File: config.mk
export PLATFORM = sky130hd
export DESIGN_NAME = txnum_frame
export DESIGN_NICKNAME = d
export VERILOG_FILES = /design/src/rtl/txnum_frame.sv
export SDC_FILE = /design/constraint.sdc
export NUM_CORES = 1
export LEC_CHECK = 0
export CORE_ASPECT_RATIO = 1.75
export CORE_MARGIN = 5
export CORE_UTILIZATION = 45
export DETAILED_ROUTE_END_ITERATION = 16
export MAX_ROUTING_LAYER = met4
export PLACE_DENSITY_LB_ADDON = 0.2
export SYNTH_ARGS = -nofsm -noshare
export SYNTH_HDL_FRONTEND = slang
export SYNTH_SLANG_ARGS = --single-unit
File: constraint.sdc
create_clock -name i_clk -period 11.85 [get_ports i_clk]
set_input_delay 2.37 -clock i_clk [delete_from_list [all_inputs] [get_ports i_clk]]
set_output_delay 2.37 -clock i_clk [all_outputs]
set_load 0.03 [all_outputs]
File: src/rtl/txnum_frame.sv
// txnum_frame: streams CH signed samples as one ASCII line ("v0,v1,...\n") through uarttx; macro TXNUM_FRAME_PREFIX_EN adds 0x/0b prefixes.

// uarttx: 8-bit UART serialiser, LSB first, optional even parity, STOP stop bits.
module uarttx #(
    parameter int I_CLK_FRQ = 100_000_000,
    parameter int BAUD      = 9600,
    parameter int PARITY    = 0,
    parameter int STOP      = 1
) (
    input  logic       i_clk,
    input  logic       i_rst,
    input  logic       i_en,
    input  logic [7:0] i_data,
    output logic       o_tx,
    output logic       o_busy
);
    localparam int DIV = I_CLK_FRQ / BAUD;
    localparam int NB  = 9 + (PARITY != 0 ? 1 : 0) + STOP;
    localparam int BW  = $clog2(NB + 1);
    localparam int KW  = DIV > 1 ? $clog2(DIV) : 1;
    logic [NB-1:0] sh_q, frame;
    logic [BW-1:0] bits_q;
    logic [KW-1:0] cnt_q;
    assign frame  = PARITY != 0 ? NB'({{STOP{1'b1}}, ^i_data, i_data, 1'b0}) : NB'({{STOP{1'b1}}, i_data, 1'b0});
    assign o_busy = bits_q != '0;
    assign o_tx   = o_busy ? sh_q[0] : 1'b1;
    // Shift the frame out one bit per DIV clocks; reset only takes hold between frames.
    always_ff @(posedge i_clk)
        if (i_rst && !o_busy) begin
            sh_q   <= '1;
            bits_q <= '0;
            cnt_q  <= '0;
        end else if (!o_busy) begin
            if (i_en) begin
                sh_q   <= frame;
                bits_q <= BW'(NB);
                cnt_q  <= KW'(DIV - 1);
            end
        end else if (cnt_q == '0) begin
            sh_q   <= {1'b1, sh_q[NB-1:1]};
            bits_q <= bits_q - 1'b1;
            cnt_q  <= KW'(DIV - 1);
        end else begin
            cnt_q <= cnt_q - 1'b1;
        end
endmodule

module txnum_frame #(
    parameter int         I_CLK_FRQ = 100_000_000,
    parameter int         BAUD      = 9600,
    parameter int         PARITY    = 0,
    parameter int         STOP      = 1,
    parameter int         SIZE      = 8,
    parameter int         CH        = 4,
    parameter int         DIGITS    = 0,
    parameter logic [7:0] SEP       = ","
) (
    input  logic               i_clk,
    input  logic               i_rst,
    input  logic               i_en,
    input  logic [CH*SIZE-1:0] i_data,
    input  logic [1:0]         i_radix,
    output logic               o_tx,
    output logic               o_busy,
    output logic               o_done
);
    localparam int MW  = SIZE + 1;
    localparam int DW  = $clog2(SIZE + 1);
    localparam int CW  = CH > 1 ? $clog2(CH) : 1;
    localparam int AW  = CH * SIZE > 1 ? $clog2(CH * SIZE) : 1;
    localparam int BW  = $clog2(8 * SIZE);
    localparam int CIW = 16;
    typedef enum logic [2:0] {IDLE, CONV, SEND, WHI, WLO} state_t;
    state_t             state_q, state_d;
    logic [CH*SIZE-1:0] data_q, data_d;
    logic [1:0]         rad_q, rad_d;
    logic [CW-1:0]      ch_q, ch_d;
    logic [MW-1:0]      mag_q, mag_d, cur, nxt, ext;
    logic [DW-1:0]      ndig_q, ndig_d;
    logic [8*SIZE-1:0]  dbuf_q, dbuf_d;
    logic [CIW-1:0]     ci_q, ci_d, pre, pad, nd, e1, e2, e3, e4;
    logic               first_q, first_d, neg_q, neg_d, uen_q, uen_d, uart_busy, last;
    logic [7:0]         chr_q, chr_d, chr, asc, term;
    logic [3:0]         dv;
    logic [SIZE-1:0]    smp;
    logic [BW-1:0]      wr_idx, rd_idx;
    assign smp    = data_q[AW'(ch_q * SIZE) +: SIZE];
    assign ext    = {smp[SIZE-1], smp};
    assign cur    = first_q ? (ext[SIZE] ? -ext : ext) : mag_q;
    assign dv     = rad_q == 2'd1 ? 4'(cur) : rad_q == 2'd2 ? {3'b0, cur[0]} : 4'(64'(cur) % 64'd10);
    assign nxt    = rad_q == 2'd1 ? cur >> 4 : rad_q == 2'd2 ? cur >> 1 : MW'(64'(cur) / 64'd10);
    assign asc    = dv < 4'd10 ? 8'd48 + {4'b0, dv} : 8'd55 + {4'b0, dv};
`ifdef TXNUM_FRAME_PREFIX_EN
    assign pre    = (rad_q == 2'd1 || rad_q == 2'd2) ? CIW'(2) : '0;
`else
    assign pre    = '0;
`endif
    assign nd     = CIW'(ndig_q);
    assign pad    = (rad_q != 2'd3 && CIW'(DIGITS) > nd) ? CIW'(DIGITS) - nd : '0;
    assign e1     = {{(CIW-1){1'b0}}, neg_q};
    assign e2     = e1 + pre;
    assign e3     = e2 + pad;
    assign e4     = e3 + nd;
    assign last   = ci_q == e4;
    assign term   = ch_q == CW'(CH - 1) ? 8'h0A : SEP;
    assign wr_idx = BW'({ndig_q, 3'b000});
    assign rd_idx = BW'({e4 - ci_q - 1'b1, 3'b000});
    assign chr    = ci_q < e1 ? "-" : ci_q < e2 ? (ci_q == e1 ? "0" : rad_q == 2'd1 ? "x" : "b") :
                    ci_q < e3 ? "0" : ci_q < e4 ? dbuf_q[rd_idx +: 8] : term;
    assign o_busy = state_q != IDLE || uart_busy;
    // Next state: capture, one digit per CONV cycle, then a one-cycle uart_en per character with a busy high/low handshake.
    always_comb begin
        state_d = state_q;
        data_d  = data_q;
        rad_d   = rad_q;
        ch_d    = ch_q;
        mag_d   = mag_q;
        ndig_d  = ndig_q;
        dbuf_d  = dbuf_q;
        ci_d    = ci_q;
        first_d = first_q;
        neg_d   = neg_q;
        uen_d   = 1'b0;
        chr_d   = chr_q;
        o_done  = 1'b0;
        case (state_q)
            IDLE: if (i_en && !o_busy) begin
                data_d  = i_data;
                rad_d   = i_radix;
                ch_d    = '0;
                ndig_d  = '0;
                first_d = 1'b1;
                state_d = CONV;
            end
            CONV: begin
                dbuf_d[wr_idx +: 8] = rad_q == 2'd3 ? "?" : asc;
                ndig_d  = ndig_q + 1'b1;
                mag_d   = nxt;
                first_d = 1'b0;
                neg_d   = first_q ? ext[SIZE] && rad_q != 2'd3 : neg_q;
                if (rad_q == 2'd3 || nxt == '0) begin
                    ci_d    = '0;
                    state_d = SEND;
                end
            end
            SEND: if (!uart_busy && !uen_q) begin
                uen_d   = 1'b1;
                chr_d   = chr;
                state_d = WHI;
            end
            WHI: if (uart_busy) state_d = WLO;
            WLO: if (!uart_busy) begin
                if (!last) begin
                    ci_d    = ci_q + 1'b1;
                    state_d = SEND;
                end else if (ch_q == CW'(CH - 1)) begin
                    o_done  = 1'b1;
                    state_d = IDLE;
                end else begin
                    ch_d    = ch_q + 1'b1;
                    ndig_d  = '0;
                    first_d = 1'b1;
                    state_d = CONV;
                end
            end
            default: state_d = IDLE;
        endcase
    end
    // Control registers; reset abandons the line immediately.
    always_ff @(posedge i_clk)
        if (i_rst) begin
            state_q <= IDLE;
            ch_q    <= '0;
            ndig_q  <= '0;
            ci_q    <= '0;
            first_q <= 1'b0;
            neg_q   <= 1'b0;
            uen_q   <= 1'b0;
        end else begin
            state_q <= state_d;
            ch_q    <= ch_d;
            ndig_q  <= ndig_d;
            ci_q    <= ci_d;
            first_q <= first_d;
            neg_q   <= neg_d;
            uen_q   <= uen_d;
        end
    // Datapath registers need no reset: they are always written before use.
    always_ff @(posedge i_clk) begin
        data_q <= data_d;
        rad_q  <= rad_d;
        mag_q  <= mag_d;
        dbuf_q <= dbuf_d;
        chr_q  <= chr_d;
    end
    uarttx #(.I_CLK_FRQ(I_CLK_FRQ), .BAUD(BAUD), .PARITY(PARITY), .STOP(STOP)) u_tx (
        .i_clk  (i_clk),
        .i_rst  (i_rst),
        .i_en   (uen_q),
        .i_data (chr_q),
        .o_tx   (o_tx),
        .o_busy (uart_busy)
    );
endmodule

### Yosys cells after proc, flatten, opt, wreduce, memory -nomap -nowiden

Cells that the tools add are included.

* reduce and logical (&&, ||, !) cells: 28
* add/sub/neg operators: 14
* bitwise gates (word level): 1
* divide/modulo/power cells: 2
* multiplexer cells: 58
* shifts and indexed selects: 4
* equal/unequal tests: 20
* $lt $le $gt $ge: 5

Operators with widths (number)
* 64-bit bitwise mux: 1
* 9-bit by 4-bit divider with 64-bit output (second input constant): 1
* 9-bit by 4-bit modulo with 64-bit output (second input constant): 1
* 16-bit two-way mux: 4
* 8-bit by 8-bit variable shift with 64-bit output (first input constant): 1
* 64-bit by 7-bit indexed part select with 8-bit output: 1
* 8-bit by 8-bit indexed part select with 64-bit output: 1
* 14-bit two-way mux: 3
* 4-bit two-way mux: 9
* 9-bit two-way mux: 4
* 16-bit less-than comparator: 2
* 16-bit one-hot mux with 2 select lines: 1
* 32-bit by 6-bit indexed part select with 8-bit output: 1
* 10-bit two-way mux: 3
* 8-bit two-way mux: 3
* 7-bit two-way mux: 3
* 2-bit != test (second input constant): 9
* 1-bit by 16-bit adder with 16-bit output: 1
* 16-bit by 1-bit adder with 16-bit output (second input constant): 1
* 16-bit by 4-bit adder with 16-bit output: 1
* 16-bit by 1-bit equality test with 1-bit output: 1
* 16-bit equality test: 1
* 16-bit by 1-bit less-than comparator with 1-bit output: 1
* 3-bit two-way mux: 5
* other kinds (40): 73

* word-level logic and storage cells: 147
* output and inout bits: 3
* flip-flop bits (word level): 171
* bits of input ports: 37

### Depth between registers and ports, before layout

* depth in word-level cells: 12
* gate-level depth with buffers: 25

### Modules after synthesis

Synthesis repeated with hierarchy kept, for this count alone.

* cells, all modules: 964
* area, all modules: 9681.8 um2

Modules (own cells, without submodules)
* txnum_frame: times used 1, area an instance 8230.4 um2, cells an instance 793
* uarttx: times used 1, area an instance 1451.4 um2, cells an instance 171

### Least setup slack after synthesis

OpenSTA, ideal clock, no wires.

* path type: register to output
* start: register ndig_q[0]
* end: output port o_done
* required time: 9480 ps
* stages on the path, launching flop included: 21
* path buffers: 0
* path slack: 4871 ps
* arrival time: 4609 ps
* cells stage by stage: dfxtp_1 -> inv_1 -> ha_1 -> nor4_1 -> and2_1 -> ha_1 -> ha_1 -> a21o_1 -> a21oi_1 -> inv_1 -> a21oi_1 -> or3_1 -> nor2_1 -> nand2_1 -> nor4_1 -> xnor2_1 -> ha_1 -> nand4_1 -> nor2_1 -> nand2_1 -> nor2_1

* longest elaborated chain between the ends: 9

RTL lines
* from (decl): line 79 `logic [DW-1:0] ndig_q, ndig_d;`
* from (signal assigned): line 182 `ndig_q <= ndig_d;`
* 1-bit by 4-bit greater-than comparator with 1-bit output: line 99 `assign pad = (rad_q != 2'd3 && CIW'(DIGITS) > nd) ? CIW'(DIGITS) - nd : '0;`
* 1-bit logical AND: line 99
* 16-bit two-way mux: line 99
* 1-bit by 16-bit adder with 16-bit output: line 102 `assign e3 = e2 + pad;`
* 16-bit by 4-bit adder with 16-bit output (*): line 103 `assign e4 = e3 + nd;`
* 16-bit equality test (*): line 104 `assign last = ci_q == e4;`
* 1-bit two-way mux (*): line 153 `if (!last) begin`
* 1-bit two-way mux (*): line 152 `WLO: if (!uart_busy) begin`
* 1-bit two-way mux (*): line 126 `case (state_q)`
* to (decl): line 65 `output logic o_done`

Mark *: on every way between the ends. The rest lies on a longest branch, timed or not.

### Worst setup path in the final report

* start: register rad_q[1]
* end: output port o_done

* longest elaborated chain between the ends: 9

RTL lines
* from (decl): line 76 `logic [1:0] rad_q, rad_d;`
* from (signal assigned): line 191 `rad_q <= rad_d;`
* 2-bit != test: line 99
* 1-bit logical AND: line 99
* 16-bit two-way mux: line 99
* 1-bit by 16-bit adder with 16-bit output: line 102
* 16-bit by 4-bit adder with 16-bit output: line 103
* 16-bit equality test: line 104
* 1-bit two-way mux: line 153
* 1-bit two-way mux: line 152
* 1-bit two-way mux: line 126

No other way between the ends.

==> results.ini <==
[run_status]
outcome=complete, no violations

[synth]
yosysTopAreaCellShare_pct=33.29
synth_top_family_by_area=simple AND/OR/NAND/NOR gates
synthXorXnorAreaFrac_pct=2.127
synthSimpleGateAreaFrac_pct=19.46
yosysMostFrequentCell=nor2_1
muxShareOfSynthArea_pct=7.781
yosysUniqueCellTypes=82
yosysTopAreaCell=edfxtp_1
yosys_warnings=0
synth_common_cells=nor2_1, edfxtp_1, nand2_1, a21oi_1, dfxtp_1
synth.avg_cell_area_um2=9.949
syn_inst=952
synth_seq_cells=160
synth_compound_area_share_pct=15.14
synth_fa_ha_area_share_pct=7.503
ys_seq_area_share_pct=44.91
synthFlopType=edfxtp_1
synth_area_leaders=edfxtp_1, dfxtp_1, ha_1
async_reset_ff_share_pct=0
synth_edf_count=105
synthesis.area_um2=9472

[worst_setup_path]
endpoint_kind=primary output
path_max_fanout=22
path_cells=inv_1 -> nor2_1 -> nor4_2 -> and2_1 -> ha_1 -> ha_1 -> a21o_1 -> a21oi_1 -> inv_1 -> a21oi_1 -> or3_1 -> nor2_1 -> nand2_1 -> nor4_1 -> xnor2_1 -> ha_1 -> nand4_1 -> nor2_1 -> nand2_1 -> nor2_1 -> clkdlybuf4s50_1
worstPathRequired_ns=9.48
crit_path_frequent_cell=nor2_1
crit_slowest_cell=nor4_2
cpPeakStageDelay_ns=0.80
critical_path_class=reg2out
crit_path_start_kind=flip-flop
arrival_ns=5.92

[timing]
setup_ws_ns=3.555
setup_viol=0
finClkSkew_ns=0.01008
rsz0062_at_grt=false
finalMaxSlewViolations=0
hold_violations=0
clock.fmax_mhz=120.6
tns_ns=0
relSlewSlack_pct=33.27
min_period_over_period_pct=70.00
worst_pin_slew_ns=0.9905
period_minus_slack_ns=8.295

[grt]
grt-ovfl-total=0
grt_usage_pct=20.20
antenna_found_initial=0
grt_max_degree=35
grt_pass1_vias=7480
grt_pass1_wl_um=37730

[pwr]
leakage_nw=3.883
p_per_area_nw_per_um2=106.5
ir_worst_vdd_mv=0.09874

[hold_path]
hold_path_class=reg2reg

[placed_design]
place_ws_ns=4.006
placed_area_um2=10090
io_buffers=39
place_congestion=0.9265
post-dp-hpwl_um=17290

[cells_and_area]
fin_util_pct=51.10
nets=1074
drive_gt1_share_pct=9.739
diodes=0
fillers=1930
area_growth_pct=12.47
stdcell_area_um2=10650

[flow_run]
max_cap_viol_count=0

[cts]
cts_root_buffer=clkbuf_16
cts_tree=done
cts_buffers=17
cts_resized=0
post_cts_buffers=0
clock_path_buffers=2
htreeDepth=4
clock_latency_ns=0.43
cts_sinks=160
cts_hold_buf=0
path_clk_slew_ns=0.06

[detailed_routing]
first_pass_iters=5
dr_wl_met3_um=620
top_layer=met4
wirelength_um=22750
post_drt_wl_per_cell_um=18.23
drc_errors=0
avgViaCountPerCell=5.839
ant_nets=0
drt_first_iter_violations=443
wl_met1_um=8094
dr_total_vias=7287
dr_wl_met2_um=13190

[floorplan]
core_um2=20850
die_h_um=201.9
start_util_pct=45.44
num_rows=70
die_w_um=119.7
dieArea_um2=24160
pin_count=40

-- stage by stage --
| step | hold slack (ns) | total power, mW | std cells |
|---|---|---|---|
| after floorplan | 0.4367 | 0.6111 | 956 |
| after global placement | 0.4481 | 0.6264 | 1216 |
| after detailed placement | 0.4688 | 0.6265 | 1216 |
| after CTS | 0.4847 | 1.146 | 1248 |
| after global routing | 0.5096 | 1.175 | 1248 |
| final | 0.4832 | 1.134 | 1248 |
-- layout make-up --
| type | instances | area [um^2] | area share [%] |
|---|---|---|---|
| Multi-Input combinational cell | 726 | 4962 | 46.58 |
| Sequential cell | 160 | 4254 | 39.93 |
| Clock buffer | 21 | 480.5 | 4.510 |
| Timing Repair Buffer | 46 | 442.9 | 4.158 |
| Tap cell | 252 | 315.3 | 2.960 |
| Inverter | 32 | 120.1 | 1.128 |
| Clock inverter | 11 | 77.57 | 0.7282 |
-- where the power goes --
group          internal [mW]  switching, mW
logic                 0.0149        0.00941
registers              0.589       0.000717
clock network          0.292          0.228
-- cell families (layout without fill, tap and decap cells) --
| logic type | count (synthesis) | in the layout |
|---|---|---|
| AO/OA/AOI/OAI | 213 | 213 |
| AND/OR/NAND/NOR | 383 | 383 |
| buffers and inverters | 70 | 110 |
| flip-flops | 160 | 160 |
| other | 2 | 6 |
| adder cells (fa/ha/maj) | 56 | 56 |
| multiplexers | 45 | 45 |
| XOR/XNOR | 23 | 23 |
-- registers in the layout, summed over array words and instances, names as in the netlist --
name / cells
ch_q: 2
state_q: 3
ndig_q: 4
u_tx.sh_q: 9
u_tx.bits_q: 4
u_tx.cnt_q: 14
rad_q: 2
uen_q: 1
data_q: 32
chr_q: 7
ci_q: 16
first_q: 1
neg_q: 1
dbuf_q: 56
mag_q: 8
-- per-layer routing --
layer	track usage, %	up-vias
li1	-	3593
met1	19.58	3515
met2	38.61	132
met3	3.275	47
met4	9.054	0
met5	-	-
-- worst max-delay path: cells and delay by family (launching register included) --
kind,cells,cell delay (ns)
buffers and inverters,3,1.07
XOR/XNOR,1,0.11
flip-flops,1,0.66
AND/OR/NAND/NOR,11,2.74
AO/OA/AOI/OAI,3,0.28
adder cells (fa/ha/maj),3,0.64
-- final timing paths --
path                                    end  depth (start not counted)  slack [ns]                      start
setup / recovery                     o_done                         21        3.56         rad_q[1]$_DFFE_PP_
hold / removal    u_tx.sh_q[8]$_SDFFE_PP1P_                          1        0.48  u_tx.sh_q[8]$_SDFFE_PP1P_
setup reg to reg     chr_q[5]$_SDFFCE_PP1P_                         22        5.96         rad_q[1]$_DFFE_PP_
hold reg to reg   u_tx.sh_q[8]$_SDFFE_PP1P_                          1        0.48  u_tx.sh_q[8]$_SDFFE_PP1P_
-- cells in the final DEF (no fill, tap or decap), drive strengths merged, types with 7 or more instances in the layout --
| cell type | n |
|---|---|
| or2 | 10 |
| o22ai | 7 |
| nor2 | 160 |
| a21oi | 56 |
| nor2b | 13 |
| ha | 52 |
| clkbuf | 21 |
| and3 | 8 |
| o311ai | 8 |
| nand4 | 9 |
| edfxtp | 105 |
| nand2b | 13 |
| clkdlybuf4s50 | 39 |
| dfxtp | 55 |
| nand3 | 15 |
| xnor2 | 18 |
| or3 | 18 |
| buf | 7 |
| nor4 | 14 |
| o21ai | 50 |
| a21o | 17 |
| inv | 37 |
| mux2i | 17 |
| a31oi | 10 |
| nand2 | 73 |
| mux4 | 22 |
| nor3 | 22 |
| and2 | 10 |
No activity file was read; power rests on OpenSTA's default activity.
==> RTL change, RTL diff (same flow settings) <==
The 5 states of `state_t` get a one-hot encoding in 5 bits.
--- a/src/rtl/txnum_frame.sv
+++ b/src/rtl/txnum_frame.sv
@@ -72,3 +72,3 @@
     localparam int CIW = 16;
-    typedef enum logic [2:0] {IDLE, CONV, SEND, WHI, WLO} state_t;
+    typedef enum logic [4:0] {IDLE = 5'b00001, CONV = 5'b00010, SEND = 5'b00100, WHI = 5'b01000, WLO = 5'b10000} state_t;
     state_t             state_q, state_d;
Check against the original RTL: no difference found for any inputs over 4 cycles, from zero or initial values and one cycle with i_rst high; so few cycles prove little.
==> RTL change against the unedited design <==
- hold slack worse by 26 ps
- synthesized cell count shrank 1.6%
- design area is 0.99% lower
- area after synthesis decreased by 1.3%
- total power is 8.0% higher
- setup slack got worse by 42 ps
- sequential cell count is 2 higher
- die area shrank 1.2%
- core utilization rose by 0.66 points
- routed wire length decreased by 3.2%
- critical endpoint unchanged
==> RTL change: results <==
placed_design:
  post-place-ws_ps: 4000
  postPlaceCellArea_um2: 9900
  gp_congestion: 0.920
grt:
  grt_pass1_wl_mm: 36.5
  grt_pass1_vias: 7142
logic_synthesis:
  synthTopCellsByArea: "edfxtp_1 34%, dfxtp_1 12%, ha_1 6.7%"
  yosysSeqAreaShare_pct: 45.9
  synth_xor_area_share_pct: 3.18
  ys_ff_latch: 162
  syn_area_per_cell_um2: 9.98
pwr:
  peakVddDrop_v: 0.000101
  power.total_mw: 1.23
  seq_power_uw: 596
final_layout:
  multi_input_area_um2: 4740
  nMultiInputCombCells: 702
  final_layout_size_suffix_gt1_share_pct: 8.01
  n_all_buffers: 44
  n_clock_buffer: 20
  seq_area_share_pct: 40.7
  register_area_um2: 4290
worst_setup_path:
  rr_startpoint: "rad_q[0]"
  reg2regPathDepth: 24
  crit_path_top_delay_cell: "clkdlybuf4s50_1"
  max_stage_delay_ps: 690
  r2r_end: "ch_q[0]"
routing:
  vias_per_cell: 5.76
  num_vias: 7033
  first_pass_iters: 4
run_status:
  status: "finished, final reports clean"
worst_hold_path:
  holdCritStartpoint: "u_tx.sh_q[0]"
  hold_depth: 2
timing:
  skew_ps: 11.6
RTL change: cell types whose count changed after synthesis, moves of 4 or more:
cell	before	now
nand4_1	9	24
o21ai_0	48	33
xor2_1	5	18
nand3_1	15	25
mux2i_1	17	9
nor2_2	8	0
a211o_1	6	0
nor2b_1	13	8
nor3_1	22	27
o21ai_1	2	7
or3_1	16	11
and3_1	8	12
o211ai_1	6	2
o21bai_1	4	0
RTL change: layer usage:
layer,share of wire (%),GRT usage (%),vias up
met5,0,-,-
met4,4.2,10.4,0
met3,2.8,3.61,49
met2,57,36.8,106
met1,36,19.3,3370
li1,-,-,3508
RTL change: kinds of logic after synthesis:
family / after synthesis
multiplexers: 36
AND/OR/NAND/NOR: 388
other: 2
XOR/XNOR: 34
flip-flops: 162
AO/OA/AOI/OAI: 182
adder cells (fa/ha/maj): 56
buffers and inverters: 77
